<file path="config.mk">
export PLATFORM = sky130hd
export DESIGN_NAME = fetch
export DESIGN_NICKNAME = d
export VERILOG_FILES = /design/src/rtl/fetch.sv
export SDC_FILE = /design/constraint.sdc
export NUM_CORES = 1
export LEC_CHECK = 0
export CORE_ASPECT_RATIO = 0.5
export CORE_MARGIN = 2
export CORE_UTILIZATION = 45
export CTS_CLUSTER_SIZE = 30
export DETAILED_ROUTE_END_ITERATION = 10
export PLACE_DENSITY = 0.76
export SKIP_CTS_REPAIR_TIMING = 1
export SYNTH_ARGS = -nofsm -noshare
export SYNTH_HDL_FRONTEND = slang
export SYNTH_SLANG_ARGS = --single-unit
</file>
<file path="constraint.sdc">
create_clock -name clk -period 2.29 [get_ports clk]
set_input_delay 0.3435 -clock clk [delete_from_list [all_inputs] [get_ports clk]]
set_output_delay 0.3435 -clock clk [all_outputs]
set_load 0.005 [all_outputs]
</file>
<file path="src/rtl/fetch.sv">
// Instruction-fetch stage of the 16-bit WISC pipeline: owns the PC, drives a
// variable-latency request/ready instruction memory and the IF/ID register.
module fetch #(
    parameter logic [15:0] RESET_PC = 16'h0000,
    parameter logic [4:0]  HALT_OP  = 5'b00000
) (
    input  logic        clk,
    input  logic        rst,
    input  logic        stall,
    input  logic        redirect_en,
    input  logic [15:0] redirect_pc,
    output logic        imem_req,
    output logic [15:0] imem_addr,
    input  logic [15:0] imem_rdata,
    input  logic        imem_ready,
    output logic [15:0] instr,
    output logic [15:0] pc_plus2,
    output logic        fetch_valid,
    output logic        halted,
    output logic        err
);

    typedef enum logic [1:0] {
        S_RUN,
        S_WAIT,
        S_DISCARD,
        S_HALTED
    } state_t;

    state_t      state_q;
    logic [15:0] pc_q;
    logic [15:0] instr_q;
    logic [15:0] pc_plus2_q;
    logic        fetch_valid_q;
    logic        halted_q;
    logic        err_q;
    logic [15:0] skid_q;
    logic        skid_vld_q;

    logic [15:0] pc_inc_d;
    logic [15:0] cap_word_d;
    logic        cap_halt_d;

    // A word parked in the skid register takes precedence over the memory bus.
    always_comb begin
        pc_inc_d   = pc_q + 16'd2;
        cap_word_d = skid_vld_q ? skid_q : imem_rdata;
        cap_halt_d = (cap_word_d[15:11] == HALT_OP);
    end

    assign imem_req    = ((state_q == S_RUN) && !stall && !skid_vld_q) ||
                         (state_q == S_WAIT) || (state_q == S_DISCARD);
    assign imem_addr   = pc_q;
    assign instr       = instr_q;
    assign pc_plus2    = pc_plus2_q;
    assign fetch_valid = fetch_valid_q;
    assign halted      = halted_q;
    assign err         = err_q;

    always_ff @(posedge clk) begin
        if (rst) begin
            state_q       <= S_RUN;
            pc_q          <= RESET_PC;
            instr_q       <= 16'h0800;
            pc_plus2_q    <= 16'h0000;
            fetch_valid_q <= 1'b0;
            halted_q      <= 1'b0;
            err_q         <= 1'b0;
            skid_vld_q    <= 1'b0;
        end else if (redirect_en && !err_q) begin
            pc_q          <= redirect_pc;
            fetch_valid_q <= 1'b0;
            skid_vld_q    <= 1'b0;
            if (redirect_pc[0]) begin
                err_q    <= 1'b1;
                halted_q <= 1'b1;
                state_q  <= S_HALTED;
            end else begin
                halted_q <= 1'b0;
                // A request still in flight belongs to the old path.
                if ((state_q == S_WAIT || state_q == S_DISCARD) && !imem_ready)
                    state_q <= S_DISCARD;
                else
                    state_q <= S_RUN;
            end
        end else begin
            case (state_q)
                S_RUN: begin
                    if (!stall) begin
                        if (skid_vld_q || imem_ready) begin
                            skid_vld_q    <= 1'b0;
                            instr_q       <= cap_word_d;
                            pc_plus2_q    <= pc_inc_d;
                            fetch_valid_q <= 1'b1;
                            if (cap_halt_d) begin
                                state_q  <= S_HALTED;
                                halted_q <= 1'b1;
                            end else begin
                                pc_q <= pc_inc_d;
                            end
                        end else begin
                            state_q       <= S_WAIT;
                            fetch_valid_q <= 1'b0;
                        end
                    end
                end
                S_WAIT: begin
                    if (imem_ready) begin
                        if (stall) begin
                            skid_q     <= imem_rdata;
                            skid_vld_q <= 1'b1;
                            state_q    <= S_RUN;
                        end else begin
                            instr_q       <= cap_word_d;
                            pc_plus2_q    <= pc_inc_d;
                            fetch_valid_q <= 1'b1;
                            if (cap_halt_d) begin
                                state_q  <= S_HALTED;
                                halted_q <= 1'b1;
                            end else begin
                                state_q <= S_RUN;
                                pc_q    <= pc_inc_d;
                            end
                        end
                    end else if (!stall) begin
                        fetch_valid_q <= 1'b0;
                    end
                end
                S_DISCARD: begin
                    if (imem_ready)
                        state_q <= S_RUN;
                end
                default: begin
                    if (!stall)
                        fetch_valid_q <= 1'b0;
                end
            endcase
        end
    end

endmodule

</file>
==> impl_results.rst <==
.. list-table::
   :header-rows: 1

   * - Metric
     - Value
   * - Outcome
     - completed
   * - Total power per unit cell area
     - roughly 780 nW/um2
   * - Setup slack of the most critical reg-to-reg path
     - between 200 and 300 ps
   * - RSZ-0062 raised after global routing
     - false
   * - Maximum clock skew at final layout
     - 5.39 ps
   * - # clock sinks
     - 70
   * - Clock buffer depth
     - 2
   * - Number of cell instances on the worst register-to-register path
     - 6
   * - Number of nets in the finished design
     - about 470
   * - Register area share after synthesis
     - 46.2%
   * - Number of distinct library cells after synthesis
     - 54
   * - Post-route total power
     - roughly 3.6 mW
   * - Layout area overhead
     - 36.7%
   * - Vias after detailed routing
     - about 2.8k
   * - Syn avg cell area
     - slightly below 10 um2
   * - Worst setup path category
     - reg2out
   * - Maximum number of pins on one net before global-route repair
     - 53
   * - Global-route wire length before repair
     - 13200 um
   * - Average wire length per cell after detail routing
     - about 15 um
   * - Launching instance or port of the critical path
     - state_q[1]$_SDFFE_PP0P_
   * - Worst VDD drop
     - around 480 uV
   * - Aggregate global routing overflow
     - 0
   * - Diode insertion count for antenna repair
     - 0
   * - Number of synthesized flops with an enable pin
     - 16
   * - Final cell area excluding filler cells
     - about 4600 um2
   * - Starting density of the core
     - a little under half
   * - Antenna violation net count after detailed routing
     - 0
   * - FF+latch count, synth
     - 70
   * - R2R Path Start
     - imem_addr[1]$_SDFFE_PP0P_
   * - Worst endpoint required time
     - ~2000 ps
   * - GRT Util Overall
     - 20.7%
   * - Async set or reset register ratio after synthesis
     - 0%
   * - Hold violation count in the final report
     - 0
   * - Total length of routed wires
     - just over 8000 um
   * - Initial antenna violation count
     - 0
   * - Commonest cells after routing, fill and taps aside
     - 87 x clkdlybuf4s50_1, 62 x nor2_1, 53 x dfxtp_1, 39 x a211oi_1, 17 x mux2i_1
   * - Category of the worst setup path launch point
     - flip-flop
   * - Maximum clock rate
     - between 400 and 500 MHz
   * - Vias in the first global route
     - approximately 2.8k
   * - Worst r2r dst
     - imem_addr[15]$_SDFFE_PP0P_
   * - Share of the clock period used by the worst path after layout
     - between 90% and 100%
   * - Die outline width
     - 127 um
   * - Count of max-cap constraint violations
     - 0
   * - Number of buffers inserted during clock tree synthesis
     - 9
   * - Row Count
     - 22
   * - Deepest level of the CTS H-tree
     - 3
   * - DRC violation count after routing
     - 0
   * - GP Congestion
     - 0.841
   * - Final setup margin
     - ~110 ps
   * - Proportion of synthesized area in mux cells
     - under 10%
   * - Post-place setup slack
     - about 150 ps
   * - Capturing element type of the critical path
     - output port
   * - HPWL reported at the end of detailed placement
     - between 5000 and 6000 um
   * - Post-synthesis simple-gate area fraction
     - approximately 20%
   * - Setup violation total in the final timing report
     - 0
   * - Cell area reported after detailed placement
     - 4360 um2
   * - Initial drt markers
     - between 150 and 200
   * - Clock slew seen by the registers of the worst setup and hold paths
     - 50 ps
   * - Yosys synthesis warning count
     - 0
   * - Fill cells
     - 606
   * - Worst hold path class
     - in2reg
   * - End of the critical path
     - imem_req
   * - TritonCTS clock tree
     - done
   * - Synth Area in Adders
     - 1.48%
   * - Most common library cell in the layout ignoring fill and taps
     - clkdlybuf4s50_1
   * - Clock root buffer
     - clkbuf_16
   * - Number of optimization iterations in the first detailed-route pass
     - 4
   * - Clock latency reported for the late side of the worst-skew pair
     - 340 ps
   * - Number of buffers added on ports
     - approximately 90
   * - Final count of pins violating max slew
     - 0
   * - Cells after Synth
     - 349
   * - Maximum fanout along the worst path
     - 9
   * - Share of final-layout standard cells stronger than drive strength 1
     - 10.7%
   * - Vertical die dimension
     - 65.3 um
   * - Synthesized area
     - 3380 um2
   * - Main synth FF type
     - dfxtp_1
   * - Xor/xnor share of the synthesized area
     - just under 7%
   * - Worst-Margin Slew
     - around 600 ps
   * - Number of top-level design ports
     - about 90
   * - Die ar.
     - around 8300 um2
   * - Static leakage power
     - roughly 1.5 nW
   * - Period minus WS final
     - 2180 ps
   * - Max_slew headroom
     - 58.9%
   * - Ratio of routed vias to standard cells
     - 5.34
   * - Core outline area
     - approximately 7300 um2
   * - Endpoint arrival time on the critical path
     - around 1800 ps
   * - Complex-gate fraction of the synthesized area
     - ~16%
   * - Post-synthesis net count
     - 390
   * - Combinational family with the most area after synthesis
     - simple AND/OR/NAND/NOR gates
## flip-flops by register name, indices dropped and copies added (netlist names)
signal       count
err              1
fetch_valid      1
halted           1
imem_addr       16
instr           16
pc_plus2        16
skid_q          16
skid_vld_q       1
state_q          2
## Yosys cell counts (2+ instances only)
cell type	count	area (um2)
buf_6	2	22.5
nor4_1	2	12.5
nand4_1	2	12.5
dfxtp_1	54	1080
a31oi_1	2	12.5
nand3_1	12	60.1
nor2_1	64	240
nor3_1	3	15.0
ha_1	4	50.1
xor2_1	12	105
edfxtp_1	16	480
buf_2	6	30.0
xnor2_1	14	123
buf_4	4	30.0
a211oi_1	39	293
nor4b_2	3	45.0
nand2b_1	5	31.3
a21oi_1	10	50.1
buf_1	2	7.51
o211ai_1	2	15.0
nand2_1	16	60.1
nor2b_1	3	18.8
o21ai_1	2	10.0
or3_1	2	12.5
nor3_2	2	20.0
mux2i_1	17	170
inv_1	6	22.5
clkbuf_1	13	48.8
o21ai_0	5	25.0
## metrics by stage
step,util (%),instances,hold WS (ps),TNS [ps]
global placement,59.8,518,447,0
CTS,63.3,534,415,-57.6
finish,63.4,534,436,0
global route,63.4,534,451,0
floorplan,-,349,442,0
detailed placement,59.8,518,453,0
## layer usage
layer	track usage [%]	part of all wire, %
met5	0	0
met1	24.5	45
met4	9.62	2.0
met3	7.00	4.6
met2	34.5	49
## report_power, final
| group | total, mW | switching, mW | internal [mW] |
|---|---|---|---|
| Clock | 1.21 | 0.482 | 0.730 |
| Combinational | 0.926 | 0.437 | 0.489 |
| Sequential | 1.47 | 0.0921 | 1.38 |
## how the worst min path moves through the flow
stage | startpoint | end | slack [ps] | cells after the start
floorplan | imem_rdata[0] | skid_q[0]$_DFFE_PP_ | 440 | 0
global placement | pc_plus2[0]$_SDFFE_PP0P_ | pc_plus2[0]$_SDFFE_PP0P_ | 450 | 2
detailed placement | pc_plus2[0]$_SDFFE_PP0P_ | pc_plus2[0]$_SDFFE_PP0P_ | 450 | 2
CTS | rst | skid_vld_q$_SDFFE_PP0P_ | 420 | 3
global route | rst | skid_vld_q$_SDFFE_PP0P_ | 450 | 3
finish | rst | skid_vld_q$_SDFFE_PP0P_ | 440 | 3
## critical path, stage by stage, from the launching register on
cell	delay [ps]
dfxtp_1	330
inv_1	90
ha_2	280
nand2b_1	110
o21ai_1	170
clkdlybuf4s50_1	530
## kinds of logic (layout without fill, tap and decap cells)
group                    after synthesis  in the layout
AO/OA/AOI/OAI                         72             72
XOR/XNOR                              26             26
adder cells (fa/ha/maj)                4              4
buffers and inverters                 33            122
flip-flops                            70             70
multiplexers                          17             17
AND/OR/NAND/NOR                      127            127
## area by class of cell
type                            instances  area, um2  share of cell area [%]
Timing Repair Buffer                  100        991                    21.4
Sequential cell                        70       1560                    33.8
Tap cell                               96        120                    2.60
Multi-Input combinational cell        246       1670                    36.2
Clock buffer                           14        244                    5.28
Clock inverter                          2       10.0                   0.216
Inverter                                6       22.5                   0.487
Power figures use the tool's default switching activity.
